==> src/rtl/banner_sequencer.sv <==
// banner_sequencer
// Picks the highest-priority pending banner request and animates it:
// slide down to the rest row, hold while blinking, then slide back out.
// Every visible output changes only on a frame_tick edge, so a banner
// never tears in the middle of a frame.
//
// state      | meaning
// -----------+-----------------------------------------------------------
// IDLE       | no banner shown, waiting for a pending request on a tick
// SLIDE_IN   | moving down by SLIDE_STEP per tick, clamped at Y_TARGET
// HOLD       | parked at Y_TARGET for FRAME_HOLD ticks, text blinks
// SLIDE_OUT  | moving up by SLIDE_STEP per tick, clamped at Y_START
//
// A request with a higher index than the banner on screen preempts it
// from any non-idle state and restarts SLIDE_IN from the current row.
// FRAME_HOLD must be at least 1.

module banner_sequencer #(
    parameter int NUM_MSG    = 4,
    parameter int Y_START    = 0,
    parameter int Y_TARGET   = 96,
    parameter int SLIDE_STEP = 8,
    parameter int FRAME_HOLD = 60,
    parameter int BLINK_HALF = 15,
    localparam int SEL_W     = (NUM_MSG > 1) ? $clog2(NUM_MSG) : 1
) (
    input  logic               clk_0,
    input  logic               rst,
    input  logic               frame_tick,
    input  logic [NUM_MSG-1:0] req,
    output logic [SEL_W-1:0]   msg_sel,
    output logic [9:0]         y_pos,
    output logic               text_en,
    output logic               busy,
    output logic               done
);

    localparam int HOLD_W  = (FRAME_HOLD < 2) ? 1 : $clog2(FRAME_HOLD + 1);
    localparam int BLINK_W = (BLINK_HALF < 2) ? 1 : $clog2(BLINK_HALF + 1);

    localparam logic [9:0]         Y_START_V  = 10'(Y_START);
    localparam logic [9:0]         Y_TARGET_V = 10'(Y_TARGET);
    localparam logic [10:0]        STEP_V     = 11'(SLIDE_STEP);
    localparam logic [10:0]        Y_FLOOR_V  = 11'(Y_START + SLIDE_STEP);
    localparam logic [HOLD_W-1:0]  HOLD_LAST  = HOLD_W'(FRAME_HOLD);
    localparam logic [BLINK_W-1:0] BLINK_LAST = BLINK_W'(BLINK_HALF);

    typedef enum logic [1:0] {
        ST_IDLE,
        ST_SLIDE_IN,
        ST_HOLD,
        ST_SLIDE_OUT
    } state_t;

    state_t               r_state;
    logic [NUM_MSG-1:0]   r_pending;
    logic [SEL_W-1:0]     r_msg_sel;
    logic [9:0]           r_y_pos;
    logic                 r_text_en;
    logic                 r_busy;
    logic                 r_done;
    logic [HOLD_W-1:0]    r_hold_cnt;
    logic [BLINK_W-1:0]   r_blink_cnt;

    logic                 w_any;
    logic [SEL_W-1:0]     w_cand;
    logic                 w_accept;
    logic [NUM_MSG-1:0]   w_clr_mask;
    logic [10:0]          w_y_up;
    logic [9:0]           w_y_in_next;
    logic [9:0]           w_y_out_next;
    logic [HOLD_W-1:0]    w_hold_inc;
    logic [BLINK_W-1:0]   w_blink_inc;

    // Priority encoder: the highest set pending bit is the candidate.
    always_comb begin
        w_cand = '0;
        w_any  = 1'b0;
        for (int i = 0; i < NUM_MSG; i++) begin
            if (r_pending[i]) begin
                w_cand = SEL_W'(i);
                w_any  = 1'b1;
            end
        end
    end

    // Accept from IDLE, or preempt only with a strictly higher index.
    assign w_accept   = frame_tick && w_any &&
                        ((r_state == ST_IDLE) || (w_cand > r_msg_sel));
    assign w_clr_mask = w_accept ? (NUM_MSG'(1) << w_cand) : '0;

    // Slide arithmetic is done one bit wider / guarded so it cannot wrap.
    assign w_y_up       = {1'b0, r_y_pos} + STEP_V;
    assign w_y_in_next  = (w_y_up >= {1'b0, Y_TARGET_V}) ? Y_TARGET_V : w_y_up[9:0];
    assign w_y_out_next = ({1'b0, r_y_pos} >= Y_FLOOR_V) ? (r_y_pos - STEP_V[9:0])
                                                         : Y_START_V;

    assign w_hold_inc  = r_hold_cnt + HOLD_W'(1);
    assign w_blink_inc = r_blink_cnt + BLINK_W'(1);

    // Latch request pulses; a same-cycle request beats the accept clear.
    always_ff @(posedge clk_0) begin
        if (!rst) begin
            r_pending <= '0;
        end else begin
            r_pending <= (r_pending & ~w_clr_mask) | req;
        end
    end

    // Banner FSM; all visible outputs are updated only on frame_tick.
    always_ff @(posedge clk_0) begin
        if (!rst) begin
            r_state     <= ST_IDLE;
            r_msg_sel   <= '0;
            r_y_pos     <= Y_START_V;
            r_text_en   <= 1'b0;
            r_busy      <= 1'b0;
            r_done      <= 1'b0;
            r_hold_cnt  <= '0;
            r_blink_cnt <= '0;
        end else begin
            r_done <= 1'b0;
            if (frame_tick) begin
                if (w_accept) begin
                    r_msg_sel   <= w_cand;
                    r_text_en   <= 1'b1;
                    r_hold_cnt  <= '0;
                    r_blink_cnt <= '0;
                    r_busy      <= 1'b1;
                    r_state     <= ST_SLIDE_IN;
                end else begin
                    case (r_state)
                        ST_IDLE: begin
                            r_busy <= 1'b0;
                        end
                        ST_SLIDE_IN: begin
                            r_y_pos <= w_y_in_next;
                            if (w_y_in_next == Y_TARGET_V) begin
                                r_hold_cnt  <= '0;
                                r_blink_cnt <= '0;
                                r_state     <= ST_HOLD;
                            end
                        end
                        ST_HOLD: begin
                            r_hold_cnt <= w_hold_inc;
                            if (BLINK_HALF != 0) begin
                                if (w_blink_inc == BLINK_LAST) begin
                                    r_text_en   <= ~r_text_en;
                                    r_blink_cnt <= '0;
                                end else begin
                                    r_blink_cnt <= w_blink_inc;
                                end
                            end
                            // End of hold wins over a blink toggle on the same tick.
                            if (w_hold_inc == HOLD_LAST) begin
                                r_text_en   <= 1'b1;
                                r_hold_cnt  <= '0;
                                r_blink_cnt <= '0;
                                r_state     <= ST_SLIDE_OUT;
                            end
                        end
                        ST_SLIDE_OUT: begin
                            r_y_pos <= w_y_out_next;
                            if (w_y_out_next == Y_START_V) begin
                                r_text_en <= 1'b0;
                                r_done    <= 1'b1;
                                r_busy    <= 1'b0;
                                r_state   <= ST_IDLE;
                            end
                        end
                        default: begin
                            r_state <= ST_IDLE;
                        end
                    endcase
                end
            end
        end
    end

    assign msg_sel = r_msg_sel;
    assign y_pos   = r_y_pos;
    assign text_en = r_text_en;
    assign busy    = r_busy;
    assign done    = r_done;

endmodule

==> config.mk <==
export PLATFORM = sky130hd
export DESIGN_NAME = banner_sequencer
export DESIGN_NICKNAME = d
export VERILOG_FILES = /design/src/rtl/banner_sequencer.sv
export SDC_FILE = /design/constraint.sdc
export NUM_CORES = 1
export LEC_CHECK = 0
export BUFFER_PORTS_ARGS = -buffer_cell sky130_fd_sc_hd__buf_4
export CAP_MARGIN = 10
export CORE_MARGIN = 2
export CORE_UTILIZATION = 54
export CTS_BUF_LIST = sky130_fd_sc_hd__clkbuf_4 sky130_fd_sc_hd__clkbuf_8
export CTS_CLUSTER_DIAMETER = 40
export DETAILED_ROUTE_END_ITERATION = 8
export GPL_TIMING_DRIVEN = 0
export PLACE_DENSITY = 0.72
export SETUP_SLACK_MARGIN = 0.4
export SYNTH_ARGS = -nofsm -noshare
export SYNTH_HDL_FRONTEND = slang
export SYNTH_SLANG_ARGS = --single-unit
==> constraint.sdc <==
create_clock -name clk_0 -period 4.85 [get_ports clk_0]
set_input_delay 0.97 -clock clk_0 [delete_from_list [all_inputs] [get_ports clk_0]]
set_output_delay 0.97 -clock clk_0 [all_outputs]
set_load 0.005 [all_outputs]
# [Word level (Yosys, flattened, before mapping)]
# Cells that the tools add are included.
[op_classes] n_mux=33 n_lt_le_gt_ge=3 addsub=4 n_reduce_logical=17 shifts=1 eq_ne=10 bitwise_logic=8
[op_table] cell="$mux 10" n=2
[op_table] cell="$mux 4" n=5
[op_table] cell="$pmux 10 s2" n=1
[op_table] cell="$mux 6" n=3
[op_table] cell="$mux 2" n=6
[op_table] cell="$pmux 6 s2" n=1
[op_table] cell="$add 10x4->11 const B" n=1
[op_table] cell="$ge 11x7->1 const B" n=1
[op_table] cell="$mux 1" n=11
[op_table] cell="$eq 10x7->1 const B" n=1
[op_table] cell="$ge 10x4->1 const B" n=1
[op_table] cell="$logic_not 10->1" n=1
[op_table] cell="$sub 10x4->10 const B" n=1
[op_table] cell="$ne 3x3->1 const B" n=3
[op_table] cell="$reduce_and 3->1" n=3
[op_table] cell="$reduce_bool 3->1" n=3
[op_table] cell="$pmux 4 s2" n=1
[op_table] cell="$add 6x1->6 const B" n=1
[op_table] cell="$eq 6x6->1 const B" n=1
[op_table] cell="$pmux 2 s3" n=1
[op_table] cell="$not 1->1" n=5
[op_table] cell="$reduce_and 5->1" n=1
[op_table] cell="$add 4x1->4 const B" n=1
[op_table] cell="$and 4x4->4" n=1
[op_table] cell="other kinds (17)" n=20
[word_totals] elab_cells=85 inputBits=7 output_inout_bits=15 regBits=31

# [Logic depth before layout (Yosys ltp)]
[logic_depth] depth_word=10 ltp_mapped=9 depth_no_buf=8

# [Worst setup path after synthesis]
# No wires, ideal clock.
[synth_path] kind="register to register" from="register r_pending[2]" to="register r_text_en (netlist: text_en)" path_buffers=0 slack_ps=2686 required_ps=4747 t_arrival_ps=2061 path_stages_with_launch=8 setup_time_ps=103 period_less_slack_ps=2164 cell_sequence="dfxtp_1 > or2_2 > ha_1 > nor2b_1 > o21ai_0 > o211a_1 > a211oi_1 > a2111oi_2"
[synth_via] elab_chain_len=7 word_cells_on_any_way=13 cone_classes="order compare: 1; eq/ne: 2; mux: 5; reduce/logical: 5"
[synth_rtl] element="from (decl)" line_no="56" text="logic [NUM_MSG-1:0] r_pending;"
[synth_rtl] element="from (signal assigned)" line_no="106" text="r_pending <= (r_pending & ~w_clr_mask) | req;"
[synth_rtl] element="$mux 2 * (2 in series)" line_no="80" text="if (r_pending[i]) begin"
[synth_rtl] element="named net w_cand[1]" line_no="66" text="logic [SEL_W-1:0] w_cand;"
[synth_rtl] element="$gt 2x2->1 *" line_no="89" text="((r_state == ST_IDLE) || (w_cand > r_msg_sel));"
[synth_rtl] element="$logic_or 1x1->1 *" line_no="89"
[synth_rtl] element="$logic_and 1x1->1 *" line_no="88" text="assign w_accept = frame_tick && w_any &&"
[synth_rtl] element="$ne 4x4->1 (no source line), or another cell as far along"
[synth_rtl] element="$reduce_and 4->1 (no source line)"
[synth_rtl] element="to (signal assigned)" line_no="148" text="r_text_en <= ~r_text_en;"
[synth_rtl] element="to (decl)" line_no="59" text="logic r_text_en;"
# The timed path passes the listed nets; every way through them passes the cells marked *.
# A chain may end at the register's enable or synchronous reset.

# [Worst setup path in the final report]
[layout_path] from="register r_pending[3]" to="register r_hold_cnt[3]"
[layout_via] elab_chain_len=6 word_cells_on_any_way=10 cone_classes="order compare: 1; eq/ne: 1; mux: 3; reduce/logical: 5"
[layout_rtl] element="$mux 2 *" line_no="80"
[layout_rtl] element="named net w_cand[1]" line_no="66"
[layout_rtl] element="$gt 2x2->1 *" line_no="89"
[layout_rtl] element="$logic_or 1x1->1 *" line_no="89"
[layout_rtl] element="$logic_and 1x1->1 *" line_no="88"
[layout_rtl] element="$ne 3x3->1 (no source line) or $reduce_bool 3->1 (tied branches)"
[layout_rtl] element="$reduce_and 3->1 (no source line)"
[layout_rtl] element="to (signal assigned)" line_no="145" text="r_hold_cnt <= w_hold_inc;"
[layout_rtl] element="to (decl)" line_no="62" text="logic [HOLD_W-1:0] r_hold_cnt;"
# Marks and branches as above.

==> summary.md <==
* total vias in the final route: 1890
* global-route wire length before repair: 8162 µm
* Design Area, Final: 2238 µm²
* CTS Root Cell: clkbuf_4
* fin util: 0.6553
* number of buffer cells added on primary ports: 20
* Crit path buffers/inverters: 1
* slowest cell on the critical path: dfxtp_1
* area of the placeable core: 3416 µm²
* FMAX: 405.5 MHz
* Vias/cell: 6.097
* Hold Fails Final Rpt: 0
* Comb power frac: 0.200
* hold slack final: 480.2 ps
* ratio of final minimum period to clock period: 0.5085
* switching portion of total power: 0.2988
* total clock buffers created by CTS: 5
* count of pins over their slew limit: 0
* setup TNS after final layout: 0 ps
* Final Setup Violations: 0
* iteration count of the initial detailed-routing pass: 4
* number of nets in the layout: 278
* # Max-Cap Violations: 0
* Internal Dissipation: 0.4014 mW
* fraction of post-synthesis cell area in the top cell type by area: 0.3169
* filler cell count in the final layout: 316
* number of enable flip-flop cells after synthesis: 0
* via count of the first global-routing pass: 1762
* diodes inserted: 0
* Clock Latency Late Sink: 350 ps
* amount of wire on met3 after detailed routing: 198 µm
* die area: 4124 µm²
* CTS tree: done
* dominant cells by area after synthesis: dfxtp_1 32%, ha_1 5.1%, a21oi_1 4.9%, nand2_1 4.0%, o21ai_0 3.3%
* count of unresolved DRC violations after routing: 0
* portion of netlist area occupied by mux cells: 0.01597
* Yosys reg bits: 31
* cell chain of the critical path: or2_2, ha_1, nor2b_1, o211ai_1, and4_1, clkbuf_1, a41oi_1, a311oi_1
* DPL Wire Length: 3416 µm
* startpoint class of the critical path: flip-flop
* mean area per synthesized cell: 8.297 µm²
* overall track demand over capacity in global routing: 0.2538
* slew at the pin with the worst max-slew slack: 589.7 ps
* area overhead of the layout relative to synthesis: 14.31%
* placed standard-cell area: 2166 µm²
* Critical Path AT: 2720 ps
* share of power burned in registers: 0.474
* max layer used: met4
* top-level I/O count: 22
* Clock Path Buffers: 2
* placer congestion estimate: 0.8166
* cell taking the most area after synthesis: dfxtp_1
* sum of routed wire segments on met1: 2328 µm
* final clock skew: 9.729 ps
* P_sw: 0.1710 mW
* Seq/Total Area, Yosys: 0.3169
* Power Density: 255.7 nW/µm²
* setup repair after global routing missed its margin: false
* Horiz. Die Dim: 64.22 µm
* post-synthesis compound-gate area fraction: 0.3042
* routed len/inst: 15.34 µm
* DP Worst Slack: 2291 ps
* endpoint required time on the critical path: 5100 ps
* layout cell share with drive strength beyond 1: 0.1780
* synthesized cell area: 1958 µm²
* Gate Count Post-Synth: 236
* Max-Slew Margin vs Limit: 0.6069
* CTS H-tree lvls: 2
* number of antenna violations at the first check in global routing: 0
* Synth Area in XOR/XNOR: 0.01789
* # hold bufs at CTS: 0
* effective utilization at floorplan: 0.5733
* CTS-repair resized insts: 0
* main combinational cell family by area after synthesis: compound AO/OA/AOI/OAI gates
* final wirelength: 4754 µm
* vertical extent of the die: 64.22 µm
* distinct cell type count after synthesis: 59
* num rows: 21
* kind of critical path: flip-flop to flip-flop
* final critical-path required period: 2466 ps
* count of yosys warnings during synthesis: 0
* Critical Path Sink Type: flip-flop
* part of the power in the clock network: 0.326
* adder-cell share of the synthesized area: 0.05112
* clock input transition at the sequential cells of the worst setup and hold paths: 100 ps
* kind of path behind the tightest hold check: flip-flop to flip-flop
* result of the run: finished, final reports clean
* Initial DRC Count: 107
* number of sinks on the clock net: 31
* Largest delay share family, worst path: compound AO/OA/AOI/OAI gates
* nets in the synthesized netlist: 251
* post-route ant nets: 0
* met2 WL post-DR: 2163 µm
* pin count of the biggest net entering global routing: 11
* gr ovfl total: 0
* VDD IR max: 0.0001812 V
* ys async rst share: 0
* setup slack of the critical path after layout: 2384 ps
* most frequently used flop master after synthesis: dfxtp_1
* simple-gate portion of the synthesized area: 0.2326
* leakage power: 0.8735 nW
* Setup Buffers After CTS: 0
* Largest stage delay, worst path: 360 ps
* crit path max fanout: 6
-- worst reg2reg max path: stages, from the launching register on --
cell and delay [ps]:
dfxtp_1 360, or2_2 330, ha_1 300, nor2b_1 140, o211ai_1 320, and4_1 240, clkbuf_1 260, a41oi_1 160
a311oi_1 270
-- stage by stage --
step	power [mW]	instances
floorplan	0.3580	236
global route	0.6003	310
detailed placement	0.3900	302
CTS	0.5760	310
global placement	0.3881	302
finish	0.5723	310
-- area by class of cell --
type / count / area, µm² / area share
multi-input combinational: 176 / 1217 / 0.5439
sequential: 31 / 620.6 / 0.2772
timing repair buffer: 20 / 150.1 / 0.06708
clock buffer: 8 / 72.57 / 0.03242
buffer: 13 / 60.06 / 0.02683
inverter: 16 / 60.06 / 0.02683
tap: 46 / 57.56 / 0.02571
-- Yosys cell counts, types with 2 or more instances --
library cell,number
a2111oi_0,2
a211oi_1,6
a21oi_1,19
a311oi_1,2
a31oi_1,5
a41oi_1,2
and3_1,2
and4_1,2
and4b_1,2
buf_2,3
clkbuf_1,9
dfxtp_1,31
ha_1,8
inv_1,16
mux2i_1,2
nand2_1,21
nand2b_1,2
nand3_1,6
nand4_1,5
nand4b_1,3
nor2_1,12
nor2b_1,4
nor3_1,5
o211a_1,2
o211ai_1,4
o21a_1,5
o21ai_0,13
o22ai_1,2
o311a_1,3
o31a_1,2
o31ai_1,2
or2_2,3
or4_1,3
xnor2_1,2
xor2_1,2
-- registers in the layout, summed over array words and instances (netlist names) --
register,flops
r_hold_cnt,6
r_blink_cnt,4
msg_sel,2
busy,1
done,1
r_state,2
text_en,1
r_pending,4
y_pos,10
-- worst paths after layout --
check	start	end	slack (ps)	cells after the start
max	r_pending[3]	r_hold_cnt[3]	2380	8
min	y_pos[1]	y_pos[1]	480	1
max reg2reg	r_pending[3]	r_hold_cnt[3]	2380	8
min reg2reg	y_pos[1]	y_pos[1]	480	1
-- cells by family (layout without fill, tap and decap cells) --
| family | count (synthesis) | in the layout |
|---|---|---|
| mux | 3 | 3 |
| flops | 31 | 31 |
| compound gates | 81 | 81 |
| xor+xnor | 4 | 4 |
| buf+inv | 29 | 57 |
| fa+ha+maj | 8 | 8 |
| simple gates | 80 | 80 |
-- cells in the final DEF (no fill, tap or decap), types with 8 or more instances in the layout --
| master | n |
|---|---|
| buf_4 | 20 |
| ha_1 | 8 |
| o21ai_0 | 13 |
| nand2_1 | 21 |
| inv_1 | 16 |
| a21oi_1 | 19 |
| clkbuf_1 | 9 |
| nor2_1 | 12 |
| dfxtp_1 | 31 |
-- metal layers --
| layer | global-route usage | up-vias |
|---|---|---|
| li1 | - | 939 |
| met1 | 0.3366 | 909 |
| met2 | 0.4102 | 35 |
| met3 | 0.05634 | 7 |
| met4 | 0.07979 | 0 |
| met5 | 0 | - |
-- power by group through the flow --
stage	logic (mW)	clock network (mW)	registers, mW
final	0.114	0.187	0.271
after global routing	0.128	0.200	0.273
after CTS	0.114	0.191	0.271
after detailed placement	0.113	0	0.277
after global placement	0.111	0	0.277
after floorplan	0.0823	0	0.276
No activity file was read; power rests on OpenSTA's default activity.
